$ cat config.mk
export PLATFORM = sky130hd
export DESIGN_NAME = alu_pipe
export DESIGN_NICKNAME = d
export VERILOG_FILES = /design/src/rtl/cpu_types_pkg.sv /design/src/rtl/alu_mult.sv /design/src/rtl/alu_pipe.sv
export SDC_FILE = /design/constraint.sdc
export NUM_CORES = 1
export LEC_CHECK = 0
export CORE_ASPECT_RATIO = 0.75
export CORE_MARGIN = 8
export CORE_UTILIZATION = 35
export DETAILED_ROUTE_END_ITERATION = 12
export SKIP_LAST_GASP = 1
export SLEW_MARGIN = 30
export SYNTH_ARGS = -nofsm -noshare
export SYNTH_HDL_FRONTEND = slang
export SYNTH_SLANG_ARGS = --single-unit
$ cat constraint.sdc
create_clock -name CLK -period 4 [get_ports CLK]
set_input_delay 0.8 -clock CLK [delete_from_list [all_inputs] [get_ports CLK]]
set_output_delay 0.8 -clock CLK [all_outputs]
set_load 0.1 [all_outputs]
$ cat src/rtl/cpu_types_pkg.sv
// Shared CPU types: ALU opcode encoding used by alu_pipe and its users.
package cpu_types_pkg;

  typedef enum logic [3:0] {
    ALU_SLL  = 4'h0,
    ALU_SRL  = 4'h1,
    ALU_ADD  = 4'h2,
    ALU_SUB  = 4'h3,
    ALU_AND  = 4'h4,
    ALU_OR   = 4'h5,
    ALU_XOR  = 4'h6,
    ALU_NOR  = 4'h7,
    ALU_SLT  = 4'h8,
    ALU_SLTU = 4'h9,
    ALU_MULU = 4'hA
  } aluop_t;

endpackage

$ cat src/rtl/alu_mult.sv
// Iterative unsigned shift-add multiplier, one partial product per cycle.
// done is high during the final iteration; product then shows the finished result.
module alu_mult #(
  parameter int WIDTH = 32
) (
  input  logic               CLK,
  input  logic               nRST,
  input  logic               start,
  input  logic [WIDTH-1:0]   a,
  input  logic [WIDTH-1:0]   b,
  output logic               done,
  output logic [2*WIDTH-1:0] product
);
  localparam int CW = $clog2(WIDTH);

  logic [CW-1:0]      cnt;
  logic               busy;
  logic [WIDTH-1:0]   mcand;
  logic [2*WIDTH-1:0] acc;
  logic [WIDTH:0]     sum;

  // {hi, multiplier}: add multiplicand into hi when lsb set, then shift right
  assign sum     = {1'b0, acc[2*WIDTH-1:WIDTH]} + (acc[0] ? {1'b0, mcand} : '0);
  assign product = {sum, acc[WIDTH-1:1]};
  assign done    = busy && (cnt == '0);

  always_ff @(posedge CLK or negedge nRST) begin
    if (!nRST) begin
      cnt   <= '0;
      busy  <= 1'b0;
      mcand <= '0;
      acc   <= '0;
    end else if (start) begin
      cnt   <= CW'(WIDTH - 1);
      busy  <= 1'b1;
      mcand <= a;
      acc   <= {{WIDTH{1'b0}}, b};
    end else if (busy) begin
      acc <= product;
      if (cnt == '0) busy <= 1'b0;
      else           cnt  <= cnt - 1'b1;
    end
  end

endmodule

$ cat src/rtl/alu_pipe.sv
// Registered ALU with valid/ready handshake on both sides.
// ALU_PIPE_MULT_EN adds the iterative ALU_MULU multiply and the IDLE/MUL/HOLD FSM.
module alu_pipe
  import cpu_types_pkg::*;
#(
  parameter int WIDTH = 32
) (
  input  logic             CLK,
  input  logic             nRST,
  input  logic             in_valid,
  output logic             in_ready,
  input  aluop_t           opcode,
  input  logic [WIDTH-1:0] portA,
  input  logic [WIDTH-1:0] portB,
  output logic             out_valid,
  input  logic             out_ready,
  output logic [WIDTH-1:0] outPort,
  output logic [WIDTH-1:0] outHi,
  output logic             negative,
  output logic             zero,
  output logic             overflow
);
  localparam int SW = $clog2(WIDTH);

  logic             accept;
  logic             ld;
  logic [WIDTH-1:0] res, sum, diff, nxt_lo, nxt_hi;
  logic             ovf, nxt_ovf;
  logic [SW-1:0]    sh;

  assign sum  = portA + portB;
  assign diff = portA - portB;
  assign sh   = portB[SW-1:0];

  always_comb begin
    res = '0;
    ovf = 1'b0;
    case (opcode)
      ALU_SLL:  res = portA << sh;
      ALU_SRL:  res = portA >> sh;
      ALU_ADD: begin
        res = sum;
        ovf = (portA[WIDTH-1] == portB[WIDTH-1]) && (sum[WIDTH-1] != portA[WIDTH-1]);
      end
      ALU_SUB: begin
        res = diff;
        ovf = (portA[WIDTH-1] != portB[WIDTH-1]) && (diff[WIDTH-1] != portA[WIDTH-1]);
      end
      ALU_AND:  res = portA & portB;
      ALU_OR:   res = portA | portB;
      ALU_XOR:  res = portA ^ portB;
      ALU_NOR:  res = ~(portA | portB);
      ALU_SLT:  res = {{(WIDTH-1){1'b0}}, $signed(portA) < $signed(portB)};
      ALU_SLTU: res = {{(WIDTH-1){1'b0}}, portA < portB};
      default: begin
        res = '0;
        ovf = 1'b0;
      end
    endcase
  end

`ifdef ALU_PIPE_MULT_EN
  typedef enum logic [1:0] {IDLE, MUL, HOLD} state_t;

  state_t             state, state_nxt;
  logic               mul_start, mul_done;
  logic [2*WIDTH-1:0] product;

  assign in_ready  = (state == IDLE) && (!out_valid || out_ready);
  assign accept    = in_valid && in_ready;
  assign mul_start = accept && (opcode == ALU_MULU);

  alu_mult #(.WIDTH(WIDTH)) u_mult (
    .CLK     (CLK),
    .nRST    (nRST),
    .start   (mul_start),
    .a       (portA),
    .b       (portB),
    .done    (mul_done),
    .product (product)
  );

  always_ff @(posedge CLK or negedge nRST) begin
    if (!nRST) state <= IDLE;
    else       state <= state_nxt;
  end

  always_comb begin
    state_nxt = state;
    case (state)
      IDLE:    if (mul_start) state_nxt = MUL;
      MUL:     if (mul_done)  state_nxt = HOLD;
      HOLD:    if (out_ready) state_nxt = IDLE;
      default: state_nxt = IDLE;
    endcase
  end

  // multiply accept only pops; the product is loaded when the last iteration retires
  always_comb begin
    ld      = accept && !mul_start;
    nxt_lo  = res;
    nxt_hi  = '0;
    nxt_ovf = ovf;
    if (state == MUL && mul_done) begin
      ld      = 1'b1;
      nxt_lo  = product[WIDTH-1:0];
      nxt_hi  = product[2*WIDTH-1:WIDTH];
      nxt_ovf = 1'b0;
    end
  end
`else
  assign in_ready = !out_valid || out_ready;
  assign accept   = in_valid && in_ready;

  always_comb begin
    ld      = accept;
    nxt_lo  = res;
    nxt_hi  = '0;
    nxt_ovf = ovf;
  end
`endif

  // a same-edge pop and push simply overwrites the result registers
  always_ff @(posedge CLK or negedge nRST) begin
    if (!nRST) begin
      out_valid <= 1'b0;
      outPort   <= '0;
      outHi     <= '0;
      negative  <= 1'b0;
      zero      <= 1'b1;
      overflow  <= 1'b0;
    end else if (ld) begin
      out_valid <= 1'b1;
      outPort   <= nxt_lo;
      outHi     <= nxt_hi;
      negative  <= nxt_lo[WIDTH-1];
      zero      <= (nxt_lo == '0);
      overflow  <= nxt_ovf;
    end else if (out_ready) begin
      out_valid <= 1'b0;
    end
  end

endmodule

* Word-level counts from Yosys, hierarchy flattened
Cells that the tools add are included.
** Word-level totals
- Bits in latches :: 0
- ROM bits :: 0
- Output and inout port bits :: 69
- Bits of input ports :: 72
- Memories kept :: 0
- Bits in registers :: 36
- Word-level logic and storage cells :: 40
- Memory bits (writable) :: 0
** Operators by class
- Muxes and demuxes :: 4
- Div/mod/pow operators :: 0
- Reduce and logical (&&, ||, !) cells :: 8
- Magnitude comparators :: 2
- Add/sub/neg operators :: 2
- Bitwise gates (word level) :: 4
- Equal/unequal tests :: 13
- Shift operators :: 2
- $mul :: 0
** Operators by type and width (count)
- 32-bit case mux with 10 select lines :: 1
- 32-bit less-than comparator :: 2
- 32-bit adder :: 1
- 32-bit AND :: 1
- 32-bit logical NOT :: 1
- 32-bit NOT :: 1
- 32-bit OR :: 1
- 32-bit by 5-bit left shift with 32-bit output :: 1
- 32-bit by 5-bit right shift with 32-bit output :: 1
- 32-bit subtractor :: 1
- 32-bit XOR :: 1
- 4-bit by 3-bit equality test with 1-bit output, second input constant :: 4
- 4-bit by 2-bit equality test with 1-bit output, second input constant :: 2
- 4-bit equality test, second input constant :: 2
- 4-bit by 1-bit equality test with 1-bit output, second input constant :: 1
- 4-bit logical NOT :: 1
- 1-bit logical AND :: 3
- 1-bit != test :: 3
- 1-bit 2-to-1 mux :: 2
- 1-bit case mux with 2 select lines :: 1
- 2-bit nonzero test :: 1
- 1-bit equality test :: 1
- 1-bit logical NOT :: 1
- 1-bit logical OR :: 1

* Logic depth before layout (Yosys ltp)
- Depth after elaboration :: 4
- Depth in mapped cells :: 19
- Depth with buffers taken out :: 14

* Least setup slack after synthesis
OpenSTA, ideal clock, no wires.
- Kind :: in2reg
- Start :: input port portB[2]
- End :: register zero
- Stages on the path :: 19
- Arrival time :: 4.861 ns
- Data required time :: 3.914 ns
- Setup time :: 0.086 ns
- Slack :: -0.947 ns
- Buffers on the path :: 6
- Cell sequence :: buf_2 buf_2 inv_2 buf_2 buf_1 buf_1 ha_1 clkbuf_1 o21bai_1 nand3_1 a2111oi_2 nor3_1 o21ai_1 a41oi_2 o41ai_2 xor2_1 o2111ai_1 or4_1 o31ai_2
** On the way
- Word-level cells in the longest chain between the ends :: 4
- Elaborated cells on any way between the ends :: 12
- Those cells by class :: 2 x add/sub; 2 x order compare; 2 x shift; 1 x mux; 4 x bitwise; 1 x reduce/logical
** Ends and longest elaborated chain
- start, declared :: line alu_pipe.sv:14 : input logic [WIDTH-1:0] portB,
- branches (longest 2 deep; another with 32-bit subtractor)
- 32-bit case mux with 10 select lines * :: line alu_pipe.sv:38 : case (opcode)
- 32-bit logical NOT * :: line alu_pipe.sv:137 : zero <= (nxt_lo == '0);
- end signal, assigned :: line alu_pipe.sv:137
- end, declared :: line alu_pipe.sv:20 : output logic zero,
Mark *: on every way between the ends.
A chain may end at the register's enable or synchronous reset.

* Worst setup path after layout
- Start :: input port portA[20]
- End :: register zero
** On the way
- Word-level cells in the longest chain between the ends :: 4
- Elaborated cells on any way between the ends :: 12
- Those cells by class :: 2 x add/sub; 2 x order compare; 2 x shift; 1 x mux; 4 x bitwise; 1 x reduce/logical
** Ends and longest elaborated chain
- start, declared :: line alu_pipe.sv:13 : input logic [WIDTH-1:0] portA,
- branches (longest 2 deep; another with 32-bit subtractor)
- 32-bit case mux with 10 select lines * :: line alu_pipe.sv:38
- 32-bit logical NOT * :: line alu_pipe.sv:137
Marked as above.

==> flow_summary.toml <==
[synthesis]
ys_ff_latch = 35
yosys.cell_types.count = 86
ys_top_cells_by_area = "ha_1 11%, mux2i_1 8.1%, dfrtp_1 7.3%"
async_flop_share_pct = 100.0
syn_inst = 1591
syn_area_per_cell_um2 = 7.291
synth_compound_area_share_pct = 29.41
yosysWarnings = 0
synth_edf_count = 0
synth_top_family_by_area = "compound AO/OA/AOI/OAI gates"
synth_top_area_cell = "ha_1"
synth_top_area_share_pct = 11.00
yosys.area_share.simple_pct = 18.21
synth.area.mux_share_pct = 19.05
synthXorXnorAreaFrac_pct = 4.228
ys_seq_area_share_pct = 7.561
yosysMostFrequentCell = "nor2_1"
synth-main-ff-cell = "dfrtp_1"
syn_area_um2 = 11600
synthAdderAreaFrac_pct = 11.35
ys_top_cells_by_count = "148 x nor2_1, 142 x nand2_1, 111 x a21oi_1"

[detailed_routing]
dr.pass1.iters = 6
routed_wl_mm = 64.73
drc = 0
vias_per_cell = 5.934
avgRoutedWirePerCell_um = 24.75
vias = 15520
drtIter0Drc = 1947
ant_nets = 0

[placement]
gp_congestion = 1.049
port_buffers = 108
dp_hpwl_mm = 53.07

[power]
p_switching_mw = 2.168
power_leakage_nw = 8.316
power_frac_clock_pct = 10.1
ir_drop_uv = 235.9
p_per_area_nw_per_um2 = 227.5
p_comb_share_pct = 79.3
switching_share_pct = 52.20
power_frac_seq_pct = 10.6
internal_power_mw = 1.986

[global_routing]
grt_pass1_wl_mm = 95.96
grt_max_degree = 55
antenna_found_initial = 2
grtUsageTotal_pct = 31.56
globalRouteOverflowTotal = 0
grt_pass1_vias = 15040

[setup_path]
critPathSlowestCell = "clkdlybuf4s50_1"
critPathKind = "input pin to register"
cp_data_arrival_time_ns = 4.20
slowest_delay_ns = 0.39
crit_path_start_kind = "input pin"
critical-path-top-delay-family = "simple AND/OR/NAND/NOR gates"
crit_fanout = 9
critPathRequiredTime_ns = 4.20
path_buf_inv = 4
worstPathCellList = "clkdlybuf4s50_1, buf_4, buf_4, mux2_2, mux2i_1, mux2_2, o31a_1, o211a_1, nand4_1, nor3_1, nand4_1, nor4_2, buf_4, nand4_1, o31ai_2"
endpoint_kind = "register"

[min_path]
hold_path_class = "register to register"

[sta]
rsz0062_at_grt = "true"
fin_tns_setup_ns = -0.001743
report.final.hold_viol_count = 0
max_freq_mhz = 249.9
fin_crit_sh_pct = 100.0
slew_viol_final = 0
setup_slack_ns = -0.001743
relSlewSlack_pct = 31.80
finalSetupViolations = 1
skew_ns = 0.002050
period_needed_ns = 4.002
worstMarginPinSlew_ns = 1.020
holdWs_ns = 0.4794

[layout]
drive_above_1_share_pct = 39.41
area.growth.synth_to_final_pct = 57.38
finalNetCount = 2347

[floorplan]
die_h_um = 173.7
row_count = 57
core_um2 = 32520
die_width_um = 226.2
start_util_pct = 35.67
die_area_um2 = 39280
io_pins = 141

[flow_run]
cap_violations = 0

[clock_tree]
cts_hold_buf = 0
worstSkewPairLatency_ns = 0.28
h-tree-depth = 2
root_buffer = "clkbuf_16"
cts_buffer_depth = 2
clock_sinks = 35
cts_tree = "done"
clkTransAtPathRegs_ns = 0.06
cts_made_buffers = 5

[run_status]
failed_checks = "negative setup slack"
outcome = "complete, but fails checks"
[what timing repair did]
action	4_1_cts	5_1_grt
gates cloned	2	0
pin swaps	63	29
endpoints found under the setup margin	12	7
setup buffers	34	4
endpoints found under the hold margin	0	0
gates resized for setup	166	68
[path summary, 6_finish.rpt]
kind,startpoint,to,slack [ns],depth (start not counted)
max,portA[20],zero,-0.002,15
min,outPort[29],outPort[29],0.48,2
max reg2reg,out_valid,zero,1.75,10
min reg2reg,outPort[29],outPort[29],0.48,2
max in group asynchronous,nRST,zero,2.70,2
min in group asynchronous,nRST,outPort[14],0.94,2
[cell families (layout without fill, tap and decap cells)]
group	count (synthesis)	after routing
xor+xnor	56	56
simple gates	460	460
other cells	1	33
fa+ha+maj	104	104
mux	169	169
compound gates	504	504
buf+inv	262	812
flops	35	35
[per-stage QoR]
stage                     cells  area (µm²)  power, mW  utilization [%]  setup slack (ns)
after global routing       2614       18250      4.317            56.13          -0.07081
after global placement     2567       16880      3.422            51.91           -0.9529
after CTS                  2610       17930      4.019            55.14          0.001227
after detailed placement   2567       16880      3.440            51.91            -1.054
final                      2615       18260      4.154            56.14         -0.001743
after floorplan            1622       11790      2.121                -           -0.2439
[worst min-delay path: cells and delay by family, from the launching register on]
family             cells  cell delay (ns)
DFF                    1             0.34
AOI/OAI and AO/OA      1             0.06
and+or+nand+nor        1             0.04
[placed cells by master, fill, tap and decap left out, types with 49 or more instances in the layout]
cell type | synthesis | final
a21oi_1 | 111 | 100
buf_4 | 41 | 573
clkdlybuf4s50_1 | 0 | 72
ha_1 | 102 | 75
inv_1 | 94 | 73
mux2i_1 | 94 | 89
nand2_1 | 142 | 139
nor2_1 | 148 | 144
o21ai_0 | 96 | 89
xnor2_1 | 50 | 49
[layout make-up]
class	instances	area (µm²)
Antenna cell	1	2.502
Clock buffer	8	156.4
Multi-Input combinational cell	1325	10510
Tap cell	442	553.0
Fill cell	3120	14260
Sequential cell	35	877.1
Inverter	99	376.6
Timing Repair Buffer	705	5778
[power groups by stage]
stage          Combinational (mW)  Clock [mW]  Sequential [mW]
3_3_place_gp                 2.98           0            0.443
5_1_grt                      3.43       0.440            0.445
6_report                     3.30       0.419            0.439
3_5_place_dp                 3.00           0            0.445
4_1_cts                      3.16       0.422            0.440
2_1_floorplan                1.28           0            0.845
[registers in the layout, indices dropped and copies added (netlist names)]
| signal | cells |
|---|---|
| outPort | 32 |
| out_valid | 1 |
| overflow | 1 |
| zero | 1 |
[metal layers]
metal / routed length [µm] / track usage [%]
met1: 28060 / 44.81
met2: 26400 / 45.08
met3: 8479 / 10.41
met4: 1785 / 7.494
met5: 15 / 0
Note: power is estimated with default switching activity, not from simulation.
